## src/rtl/stack_unwinder.sv

```systemverilog
// Read-side LIFO controller: pops the stack down to a target occupancy and streams
// each popped entry downstream through a single-entry valid/ready output register.
module stack_unwinder #(
    parameter int unsigned WIDTH = 32,
    parameter int unsigned DEPTH = 32,
    localparam int unsigned CNT_W = $clog2(DEPTH) + 1
) (
    input  logic             clk,
    input  logic             rst_n,
    input  logic             start,
    input  logic [CNT_W-1:0] target_count,
    input  logic             abort,
    output logic             busy,
    output logic             done,
    output logic [CNT_W-1:0] popped_count,
    output logic             stk_pop,
    input  logic [WIDTH-1:0] stk_top_data,
    input  logic [CNT_W-1:0] stk_count,
    input  logic             stk_empty,
    output logic             out_valid,
    output logic [WIDTH-1:0] out_data,
    output logic             out_last,
    input  logic             out_ready
);

    typedef enum logic [1:0] {
        StIdle,
        StUnwind,
        StFin
    } state_e;

    state_e             state_q, state_d;
    logic [CNT_W-1:0]   tgt_q, tgt_d;
    logic [CNT_W-1:0]   popped_q, popped_d;
    logic               valid_q, valid_d;
    logic [WIDTH-1:0]   data_q, data_d;
    logic               last_q, last_d;

    logic               remaining;
    logic               slot_free;
    logic               fetch;
    logic [CNT_W:0]     tgt_plus1;

    // Live occupancy, so the pop on this edge is already reflected next cycle.
    assign remaining = (stk_count > tgt_q) && !stk_empty;
    assign slot_free = !valid_q || out_ready;
    assign fetch     = (state_q == StUnwind) && remaining && slot_free && !abort;
    // One extra bit so a target at the counter maximum cannot wrap to zero.
    assign tgt_plus1 = {1'b0, tgt_q} + {{CNT_W{1'b0}}, 1'b1};

    always_comb begin
        state_d  = state_q;
        tgt_d    = tgt_q;
        popped_d = popped_q;
        valid_d  = valid_q;
        data_d   = data_q;
        last_d   = last_q;
        stk_pop  = 1'b0;

        if (fetch) begin
            stk_pop  = 1'b1;
            valid_d  = 1'b1;
            data_d   = stk_top_data;
            last_d   = ({1'b0, stk_count} == tgt_plus1);
            popped_d = popped_q + CNT_W'(1);
        end else if (valid_q && out_ready) begin
            valid_d = 1'b0;
            last_d  = 1'b0;
        end

        unique case (state_q)
            StIdle: begin
                if (start) begin
                    state_d  = StUnwind;
                    tgt_d    = target_count;
                    popped_d = '0;
                end
            end
            StUnwind: begin
                if (!remaining && slot_free) begin
                    state_d = StFin;
                end
            end
            StFin: begin
                state_d = StIdle;
            end
            default: begin
                state_d = StIdle;
            end
        endcase

        // Abort wins over start and fetch; any buffered entry is dropped.
        if (abort) begin
            state_d  = StIdle;
            tgt_d    = tgt_q;
            popped_d = popped_q;
            valid_d  = 1'b0;
            last_d   = 1'b0;
            data_d   = data_q;
        end
    end

    always_ff @(posedge clk or negedge rst_n) begin
        if (!rst_n) begin
            state_q  <= StIdle;
            tgt_q    <= '0;
            popped_q <= '0;
            valid_q  <= 1'b0;
            data_q   <= '0;
            last_q   <= 1'b0;
        end else begin
            state_q  <= state_d;
            tgt_q    <= tgt_d;
            popped_q <= popped_d;
            valid_q  <= valid_d;
            data_q   <= data_d;
            last_q   <= last_d;
        end
    end

    assign busy         = (state_q != StIdle);
    assign done         = (state_q == StFin);
    assign popped_count = popped_q;
    assign out_valid    = valid_q;
    assign out_data     = data_q;
    assign out_last     = last_q;

endmodule

```

## config.mk

```make
export PLATFORM = sky130hd
export DESIGN_NAME = stack_unwinder
export DESIGN_NICKNAME = d
export VERILOG_FILES = /design/src/rtl/stack_unwinder.sv
export SDC_FILE = /design/constraint.sdc
export NUM_CORES = 1
export LEC_CHECK = 0
export BUFFER_PORTS_ARGS = -buffer_cell sky130_fd_sc_hd__buf_2
export CAP_MARGIN = 20
export CORE_ASPECT_RATIO = 0.9
export CORE_MARGIN = 2
export CORE_UTILIZATION = 48
export DETAILED_ROUTE_END_ITERATION = 12
export PLACE_DENSITY = 0.8
export SLEW_MARGIN = 20
export SYNTH_ARGS = -nofsm -noshare
export SYNTH_HDL_FRONTEND = slang
export SYNTH_SLANG_ARGS = --single-unit
```

## constraint.sdc

```tcl
create_clock -name clk -period 2.6 [get_ports clk]
set_input_delay 0.52 -clock clk [delete_from_list [all_inputs] [get_ports clk]]
set_output_delay 0.52 -clock clk [all_outputs]
set_load 0.01 [all_outputs]
```

Word-level counts from Yosys, hierarchy flattened
Cells that the tools add are included.
- reduce and logical (&&, ||, !) cells: 17
- eq/ne operators: 5
- bitwise logic cells: 1
- add/sub/neg operators: 2
- multiplexer cells: 13
- magnitude comparators: 1
- operators with widths (cell ; count):
    6-bit 2-to-1 mux ; 3
    6-bit by 1-bit adder with 7-bit output (second input constant) ; 1
    6-bit by 7-bit == test with 1-bit output ; 1
    6-bit by 1-bit adder with 6-bit output (second input constant) ; 1
    6-bit > comparator ; 1
    1-bit logical AND ; 6
    1-bit 2-to-1 mux ; 6
    2-bit 2-to-1 mux ; 3
    1-bit zero test ; 4
    2-bit one-hot mux with 2 select lines ; 1
    2-bit AND reduction ; 2
    3-bit by 2-bit inequality test with 1-bit output (second input constant) ; 1
    3-bit inequality test (second input constant) ; 1
    3-bit AND reduction ; 1
    3-bit nonzero test ; 1
    2-bit by 1-bit == test with 1-bit output (second input constant) ; 1
    2-bit == test (second input constant) ; 1
    2-bit zero test ; 1
    2-bit nonzero test ; 1
    1-bit logical OR ; 1
    1-bit NOT ; 1
- word-level logic and storage cells: 45
- bits in registers: 48
- output and inout port bits: 43
- input bits: 50

Logic depth before layout (Yosys ltp)
Gate-level depths: netlist of the first run.
- word-level depth: 8
- gate-level depth with buffers: 8
- mapped depth without buffers: 7

Least setup slack after synthesis of the first run
No wires, ideal clock.
- kind: input to output
- from: in stk_count[3]
- to: out stk_pop
- arrival: 1722 ps
- stages on the path: 5
- setup slack: 358 ps
- buffers on the path: 1
- required time: 2080 ps
- path through: ha_1 -> and4_1 -> a31o_2 -> a311oi_4 -> buf_6
- word-level cells in the longest chain between the ends: 6
- RTL lines (what ; line ; source):
    start: declaration ; 18 ; input logic [CNT_W-1:0] stk_count,
    6-bit > comparator ; 45 ; assign remaining = (stk_count > tgt_q) && !stk_empty;
    1-bit logical AND ; 45 ;
    1-bit logical AND (3 in a row) ; 47 ; assign fetch = (state_q == StUnwind) && remaining && slot_free && !abort;
    1-bit 2-to-1 mux ; 60 ; if (fetch) begin
    end: declaration ; 16 ; output logic stk_pop,
No other way between the ends.

Worst setup path after layout of the first run
- from: reg tgt_q[3]
- to: out stk_pop
- word-level cells in the longest chain between the ends: 6
- RTL lines (what ; line ; source):
    start: declaration ; 33 ; logic [CNT_W-1:0] tgt_q, tgt_d;
    start signal: assignment ; 113 ; tgt_q <= tgt_d;
    6-bit > comparator ; 45 ;
    1-bit logical AND ; 45 ;
    1-bit logical AND (3 in a row) ; 47 ;
    1-bit 2-to-1 mux ; 60 ;
No other way between the ends.

==> results of run 1 <==
==> sequential cells by signal, summed over array words and instances (netlist names) <==
register and cells:
out_data 32, state_q 2, popped_count 6, out_valid 1, out_last 1, tgt_q 6
==> timing repair <==
item                                    4_1_cts  5_1_grt
setup buffers                                 0        1
gates resized for setup                       0        1
endpoints found under the setup margin        0        1
==> how the worst min path moves through the flow <==
stage | depth (start not counted) | slack, ps | end
6_report | 1 | 290 | tgt_q[1]
3_5_place_dp | 1 | 490 | out_data[6]
2_1_floorplan | 0 | 220 | out_data[0]
4_1_cts | 1 | 310 | out_data[27]
5_1_grt | 1 | 340 | tgt_q[3]
3_3_place_gp | 1 | 480 | out_data[20]
==> placed cells by master (no fill, tap or decap) <==
| master | netlist | routed |
|---|---|---|
| or3_4 | 1 | 1 |
| a311o_1 | 1 | 1 |
| xor2_1 | 4 | 4 |
| a311oi_1 | 1 | 1 |
| mux2_2 | 33 | 33 |
| o21ai_0 | 10 | 9 |
| and2_1 | 1 | 1 |
| a21oi_1 | 3 | 3 |
| ha_1 | 8 | 8 |
| nor3b_1 | 1 | 1 |
| xnor2_1 | 5 | 5 |
| nand2b_1 | 2 | 2 |
| nor4_1 | 1 | 1 |
| dfrtp_1 | 48 | 48 |
| a311oi_4 | 1 | 1 |
| bufinv_16 | 0 | 2 |
| a221o_1 | 1 | 1 |
| nand4_1 | 1 | 1 |
| buf_4 | 3 | 3 |
| mux2i_1 | 3 | 3 |
| a31oi_1 | 2 | 2 |
| o21ai_1 | 1 | 2 |
| buf_12 | 0 | 1 |
| inv_1 | 9 | 9 |
| a21o_1 | 2 | 2 |
| and3_1 | 1 | 1 |
| a31o_2 | 1 | 1 |
| clkbuf_8 | 0 | 5 |
| buf_2 | 1 | 92 |
| nor2_1 | 12 | 12 |
| or4_1 | 1 | 1 |
| nand2_1 | 11 | 11 |
| and4_1 | 1 | 1 |
| nor2b_1 | 3 | 3 |
| nand3_1 | 6 | 6 |
==> final cells by class <==
type | instances | area (um^2)
Multi-Input combinational cell | 118 | 950
Fill cell | 363 | 1570
Inverter | 9 | 33.8
Tap cell | 62 | 77.6
Clock buffer | 5 | 68.8
Clock inverter | 2 | 60.1
Sequential cell | 48 | 1200
Timing Repair Buffer | 96 | 503
==> cells by family after synthesis <==
family                     after synthesis  synth area share (%)
AOI/OAI and AO/OA                       23                  7.25
xor gates and xnor gates                 9                  3.54
and+or+nand+nor                         42                  9.33
adders and majority gates                8                  4.49
buffers and inverters                   15                  3.43
muxes                                   36                  18.0
DFF                                     48                  53.9
==> power breakdown <==
group	internal, mW	total (mW)	switching [mW]
Sequential	1.01	1.14	0.134
Clock	0.378	0.610	0.231
Combinational	0.446	0.850	0.404
Total	1.83	2.60	0.769
==> routing by layer <==
layer / vias up / GRT usage (%)
met3: 5 / 3.49
met1: 777 / 23.0
li1: 827 / -
met5: - / 0
met4: 0 / 7.89
met2: 50 / 27.7
==> run summary, run 1 <==
Max-slew headroom: 49.9%
Antenna violations before repair: 0
WP depth: 6
Vias: 1,659
Final Util: 64.9%
Syn. warnings: 0
R2r worst-path depth: 8
CP startpoint kind: flop
CTS Sinks: 48
Worst path slowest cell: dfrtp_1
CP Max Fanout: 4
Critical-path cell list: inv_1, ha_1, and4_1, a31o_2, a311oi_4, buf_2
CTS tree: done
Cells after synthesis: 181
Crit path kind: reg2out
Met3 wire length: 261 um
R2r setup slk: 250 ps
Post-Layout Cell Count: 340
Area of the core: 4460 um^2
Skew final: 9.76 ps
Detailed Route WL: 4.43 mm
P per Cell Area: 898 nW/um^2
Synthesized Nets: 239
Routability cong.: 0.799
Crit end category: output port
FFs w/ async S/R, synth: 100%
Die Wd: 75.8 um
CTS max path bufs: 2
CP Data Required Time: 2080 ps
Post-synth top area share: 53.9%
Global-route usage over all layers: 17.4%
RSZ-0062 raised after global routing: false
Ranking of synthesized cells by area: dfrtp_1, mux2_2, ha_1
Die Area: 5200 um^2
MaxCap Viol Count: 0
Port bufs: 92
Final Instance Area: 2890 um^2
Worst-margin pin slew: 751 ps
Post-route ant nets: 0
Crit share post-route: 95.5%
Post-DP HPWL: 3.37 mm
Root Driver: clkbuf_8
N_diodes: 0
Syn avg cell area: 12.3 um^2
Io pins: 93
Hold Buf Count CTS: 0
Clock-pin slew on the worst setup and hold paths: 80 ps
CTS buffer count: 5
Initial drt markers: 69
CP Buf/Inv Count: 2
Largest net degree at the start of global routing: 40
EDFF count, synth: 0
Peak VDD IR: 0.599 mV
WL met2: 2.18 mm
Layout cells sized above 1: 50.0%
Die height: 68.6 um
Fin. max-slew vios: 0
Critical path's largest stage delay: 400 ps
Flops & latches, synth: 48
Max Used Layer: met4
Initial Util: 49.9%
Hold slack final: 292 ps
Setup TNS: 0 ps
Worst setup endpoint: stk_pop
Most frequent cell after synthesis: dfrtp_1
Row Count: 23
Crit-path leading delay family: compound AO/OA/AOI/OAI gates
RR Startpoint: tgt_q[3]
DP Area: 2760 um^2
H-tree levels: 2
Fin. Hold Viols: 0
Most used DFF post-synth: dfrtp_1
Wire per inst: 13.0 um
Layout area overhead: 29.9%
Setup Viol. Count Final: 0
Via density per instance: 4.88
Lkg Pwr: 1.50 nW
Fin crit period: 2480 ps
Commonest cells post-synth: dfrtp_1, mux2_2, nor2_1
Status: completed
Routed met1 length: 1.93 mm
Sequential area share after synthesis: 53.9%
First-pass GRT wire length: 6.81 mm
Total power: 2.60 mW
Total congestion overflow: 0
Cell variety after synth: 34
Worst skew pair latency: 290 ps
CP Launch Point: tgt_q[3]
Crit path arrival time: 1960 ps
F_max: 0.403 GHz
First-pass DRT Iterations: 4
Vias in the first global route: 1,509
Worst Slack Setup Final: 117 ps
Mapped cell area: 2230 um^2
Place WS: 91.4 ps
Number of remaining DRC errors: 0
Area leader, netlist: dfrtp_1
FF-to-FF End: out_data[30]
Placed cells: 332
Nets: 336
HP Class: in2async
Power figures use the tool's default switching activity.
==> run 2, diff against run 1 <==
- RECOVER_POWER: default -> 100
==> run 2 against run 1 <==
- the flow now finishes with violations (max-capacitance violations, max-slew violations)
- count of clock-buffer cells in the layout is the same
- routed wire length barely moved
- fmax about the same
- clock power barely moved
- total power fell by 2.3%
- critical path depth is the same
- via count rose by 0.18%
- cell count is the same
- core utilization fell by 1.5 points
==> run summary, run 2 (synthesized netlist as in run 1, its figures left out) <==
Met3 wire length: 234 um (was 261 um)
Setup Viol. Count Final: 0 (unchanged)
Routed met1 length: 1.98 mm (was 1.93 mm)
WL met2: 2.17 mm (was 2.18 mm)
Initial drt markers: 80 (was 69)
Clock-pin slew on the worst setup and hold paths: 80 ps (about the same)
Die height: 68.6 um (unchanged)
Crit end category: output port (unchanged)
Die Area: 5200 um^2 (unchanged)
Failing checks: max-capacitance violations, max-slew violations
CTS tree: done (unchanged)
Layout cells sized above 1: 34.2% (was 50.0%)
Vias in the first global route: 1,509 (unchanged)
CP Data Required Time: 2080 ps (about the same)
Worst-margin pin slew: 1790 ps (was 751 ps)
N_diodes: 0 (unchanged)
Fill cells: 383 (was 363)
Routability cong.: 0.799 (unchanged)
CTS buffer count: 5 (unchanged)
Global-route usage over all layers: 17.4% (unchanged)
First-pass DRT Iterations: 4 (unchanged)
Io pins: 93 (unchanged)
Most frequent cells in the layout: buf_2, dfrtp_1, clkbuf_1 (was buf_2, dfrtp_1, mux2_2)
Layout area overhead: 26.9% (was 29.9%)
Initial Util: 49.9% (unchanged)
Post-route ant nets: 0 (unchanged)
Max-slew headroom: -19.5% (was 49.9%)
Status: complete, but fails checks (was completed)
Vias: 1,662 (was 1,659)
Antenna violations before repair: 0 (unchanged)
Hold slack final: 429 ps (was 292 ps)
Lkg Pwr: 1.35 nW (was 1.50 nW)
Root Driver: clkbuf_8 (unchanged)
Skew final: 9.10 ps (was 9.76 ps)
Total congestion overflow: 0 (unchanged)
Die Wd: 75.8 um (unchanged)
Largest net degree at the start of global routing: 40 (unchanged)
RSZ-0062 raised after global routing: false (unchanged)
Wire per inst: 13.0 um (about the same)
CTS max path bufs: 2 (unchanged)
HP Class: in2reg (was in2async)
Fin crit period: 2480 ps (about the same)
CP startpoint kind: flop (unchanged)
Peak VDD IR: 0.585 mV (was 0.599 mV)
Commonest non-fill, non-tap cell in the layout: buf_2 (unchanged)
CP Max Fanout: 4 (unchanged)
Port bufs: 92 (unchanged)
Area of the core: 4460 um^2 (unchanged)
Max reg flops: 32 (unchanged)
CTS Sinks: 48 (unchanged)
Nets: 336 (unchanged)
F_max: 0.402 GHz (was 0.403 GHz)
Row Count: 23 (unchanged)
Fin. max-slew vios: 35 (was 0)
Crit path arrival time: 1960 ps (about the same)
Via density per instance: 4.89 (was 4.88)
Worst skew pair latency: 290 ps (about the same)
MaxCap Viol Count: 1 (was 0)
Number of remaining DRC errors: 0 (unchanged)
H-tree levels: 2 (unchanged)
First-pass GRT wire length: 6.81 mm (unchanged)
Fin. Hold Viols: 0 (unchanged)
Max Used Layer: met4 (unchanged)
Setup TNS: 0 ps (unchanged)
Crit path kind: reg2out (unchanged)
Detailed Route WL: 4.43 mm (about the same)
Crit share post-route: 95.6% (was 95.5%)
Post-DP HPWL: 3.37 mm (unchanged)
P per Cell Area: 899 nW/um^2 (was 898 nW/um^2)
-- run 2: what timing repair did --
| item | CTS | global route |
|---|---|---|
| endpoints found under the setup margin | 0 | 1 |
| setup buffers | 0 | 1 |
| gates resized for setup | 0 | 1 |
| hold buffers | 0 | 0 |
-- run 2: through the flow --
step / utilization, % / cell area [um^2] / power (mW) / worst slack, ps / std cells
2_1_floorplan: - / 2230 / 1.64 / 358 / 181
3_3_place_gp: 61.8 / 2760 / 1.99 / 154 / 332
3_5_place_dp: 61.8 / 2760 / 2.02 / 91.4 / 332
4_1_cts: 64.7 / 2890 / 2.64 / 11.3 / 339
5_1_grt: 63.3 / 2830 / 2.73 / 12.2 / 340
6_report: 63.3 / 2830 / 2.54 / 115 / 340
-- run 2: worst paths after layout --
check | cells after the start | end | startpoint | slack [ps]
worst max-delay path | 6 | stk_pop | tgt_q[3] | 120
worst min-delay path | 3 | tgt_q[1] | target_count[1] | 430
worst max register to register | 8 | out_data[30] | tgt_q[3] | 160
worst min register to register | 1 | out_data[10] | out_data[10] | 510
max in group asynchronous | 2 | out_data[28] | rst_n | 710
min in group asynchronous | 1 | tgt_q[1] | rst_n | 700
-- run 2: area by class of cell --
cell class	instances	area (um^2)	share of cell area [%]
repair buffers	96	434	15.4
flip-flops and latches	48	1200	42.5
multi-input cells	118	950	33.6
clock buffers	5	68.8	2.44
well taps	62	77.6	2.75
inverters	9	33.8	1.20
clock inverters	2	60.1	2.13
-- run 2: critical path: stages, from the launching register on --
cell,delay [ps]
dfrtp_1,400
inv_1,70
ha_1,300
and4_1,230
a31o_2,280
a311oi_4,220
buf_2,180
-- run 2: power breakdown --
group          switching, mW  internal, mW  leakage [nW]
clock                  0.233         0.378        0.0642
sequential             0.142          1.01         0.611
combinational          0.405         0.376         0.672
total                  0.779          1.76          1.35
-- run 2: per-layer routing --
| metal | GRT usage (%) | vias to the layer above |
|---|---|---|
| met5 | 0 | - |
| met1 | 23.0 | 781 |
| met3 | 3.49 | 5 |
| met2 | 27.7 | 50 |
| met4 | 7.89 | 0 |
| li1 | - | 826 |
==> run 3, diff against run 2 <==
- PLACE_DENSITY: 0.8 -> 0.87
==> run 3 against run 2 <==
- the flow now finishes without violations
- final area about the same
- largest cell class unchanged
- critical path depth increased by 1
- hold slack got worse by 140 ps
- core utilization increased by 0.056 points
- count of clock-buffer cells in the layout increased by 1
- non-clock buffer count increased by 2
==> run summary, run 3 (synthesized netlist as in run 1, its figures left out) <==
Initial drt markers: 60 (was 80)
Largest net degree at the start of global routing: 40 (unchanged)
Vias: 1,688 (was 1,662)
Worst skew pair latency: 300 ps (was 290 ps)
First-pass GRT wire length: 7.04 mm (was 6.81 mm)
R2r setup slk: 120 ps (was 160 ps)
Fin. Hold Viols: 0 (unchanged)
Routability cong.: 0.801 (was 0.799)
CTS tree: done (unchanged)
Nets: 338 (was 336)
RSZ-0062 raised after global routing: false (unchanged)
Max reg flops: 32 (unchanged)
Antenna violations before repair: 0 (unchanged)
Max-slew headroom: 44.7% (was -19.5%)
Setup TNS: 0 ps (unchanged)
CTS buffer count: 5 (unchanged)
Skew final: 13.8 ps (was 9.10 ps)
N_diodes: 0 (unchanged)
Final Util: 63.4% (was 63.3%)
Hold Buf Count CTS: 0 (unchanged)
Via density per instance: 4.92 (was 4.89)
Total congestion overflow: 0 (unchanged)
MaxCap Viol Count: 0 (was 1)
Global-route usage over all layers: 17.9% (was 17.4%)
Post-route ant nets: 0 (unchanged)
Fin crit period: 2480 ps (about the same)
Crit-path leading delay family: buffers and inverters (was compound AO/OA/AOI/OAI gates)
Fill cells: 405 (was 383)
Status: completed (was complete, but fails checks)
Post-DP HPWL: 3.46 mm (was 3.37 mm)
P per Cell Area: 887 nW/um^2 (was 899 nW/um^2)
Detailed Route WL: 4.58 mm (was 4.43 mm)
Final Instance Area: 2830 um^2 (about the same)
CTS Sinks: 48 (unchanged)
Crit path arrival time: 2650 ps (was 1960 ps)
Critical-path cell list: inv_1, ha_1, and4_1, a31o_2, a311oi_4, clkbuf_4, mux2_2 (was inv_1, ha_1, and4_1, a31o_2, a311oi_4, buf_2)
CP Max Fanout: 39 (was 4)
Worst-margin pin slew: 830 ps (was 1790 ps)
Lkg Pwr: 1.35 nW (about the same)
HP Class: in2async (was in2reg)
Crit share post-route: 95.3% (was 95.6%)
Clock-pin slew on the worst setup and hold paths: 90 ps (was 80 ps)
CP Buf/Inv Count: 2 (unchanged)
Layout area overhead: 27.0% (was 26.9%)
Critical path's largest stage delay: 520 ps (was 400 ps)
Crit path kind: reg2reg (was reg2out)
Most frequent cells in the layout: buf_2, dfrtp_1, clkbuf_1 (unchanged)
R2r worst-path depth: 7 (was 8)
Vias in the first global route: 1,571 (was 1,509)
RR Startpoint: tgt_q[4] (was tgt_q[3])
CP Data Required Time: 2780 ps (was 2080 ps)
Port bufs: 92 (unchanged)
First-pass DRT Iterations: 4 (unchanged)
CP startpoint kind: flop (unchanged)
Crit end category: flop (was output port)
Peak VDD IR: 0.444 mV (was 0.585 mV)
Die Area: 5200 um^2 (unchanged)
Setup Viol. Count Final: 0 (unchanged)
FF-to-FF End: out_data[16] (was out_data[30])
Area of the core: 4460 um^2 (unchanged)
Number of remaining DRC errors: 0 (unchanged)
Io pins: 93 (unchanged)
Worst path slowest cell: clkbuf_4 (was dfrtp_1)
Die height: 68.6 um (unchanged)
Fin. max-slew vios: 0 (was 35)
CTS max path bufs: 2 (unchanged)
H-tree levels: 2 (unchanged)
Root Driver: clkbuf_8 (unchanged)
Wire per inst: 13.3 um (was 13.0 um)
Place WS: 92.7 ps (was 91.4 ps)
Layout cells sized above 1: 34.5% (was 34.2%)
Row Count: 23 (unchanged)
Die Wd: 75.8 um (unchanged)
Worst Slack Setup Final: 123 ps (was 115 ps)
Initial Util: 49.9% (unchanged)
DP Area: 2760 um^2 (unchanged)
F_max: 0.404 GHz (was 0.402 GHz)
## run 3: cell types whose count changed in the layout (fill, tap and decap cells not counted), sizes merged
cell    before  now
bufinv       2    1
clkinv       0    1
clkbuf      50   53
## run 3: where the power goes
group          total [mW]  internal [mW]  leakage [nW]  switching [mW]
Sequential           1.15           1.01         0.611           0.146
Combinational       0.795          0.387         0.676           0.408
Clock               0.561          0.315        0.0614           0.246
Total                2.51           1.71          1.35           0.800
## run 3: how the worst max path moves through the flow
stage,from,end,slack [ps],cells past startpoint
6_report,tgt_q[4],out_data[16],120,7
5_1_grt,tgt_q[3],out_data[16],10,7
4_1_cts,tgt_q[2],stk_pop,30,6
3_5_place_dp,stk_count[5],out_data[19],90,7
2_1_floorplan,stk_count[3],stk_pop,360,5
3_3_place_gp,stk_count[5],out_data[28],150,7
## run 3: worst register-to-register path: stages, from the launching register on
cell and delay [ps]:
dfrtp_1 390, inv_1 70, ha_1 290, and4_1 180, a31o_2 280, a311oi_4 220
clkbuf_4 520, mux2_2 410
## run 3: final cells by class
cell class / instances / area [um^2] / share of cell area, %
sequential: 48 / 1200 / 42.5
multi-input combinational: 118 / 950 / 33.6
timing repair buffer: 98 / 444 / 15.7
clock buffer: 6 / 82.6 / 2.92
tap: 62 / 77.6 / 2.74
clock inverter: 2 / 38.8 / 1.37
inverter: 9 / 33.8 / 1.19
## run 3: timing repair
item / in CTS / in global routing
setup buffers: 1 / 2
endpoints found under the setup margin: 1 / 1
resized for setup: 0 / 1
## run 3: layer usage
metal	global-route usage, %	share of wire, %
met1	22.5	44
met2	31.0	51
met3	3.05	4.8
met4	6.58	0.90
met5	0	0
## run 3: metrics by stage
stage | hold WS (ps) | instances | power [mW]
detailed placement | 453 | 332 | 2.02
global placement | 443 | 332 | 1.98
floorplan | 224 | 181 | 1.64
CTS | 117 | 341 | 2.60
global route | 338 | 343 | 2.69
finish | 285 | 343 | 2.51
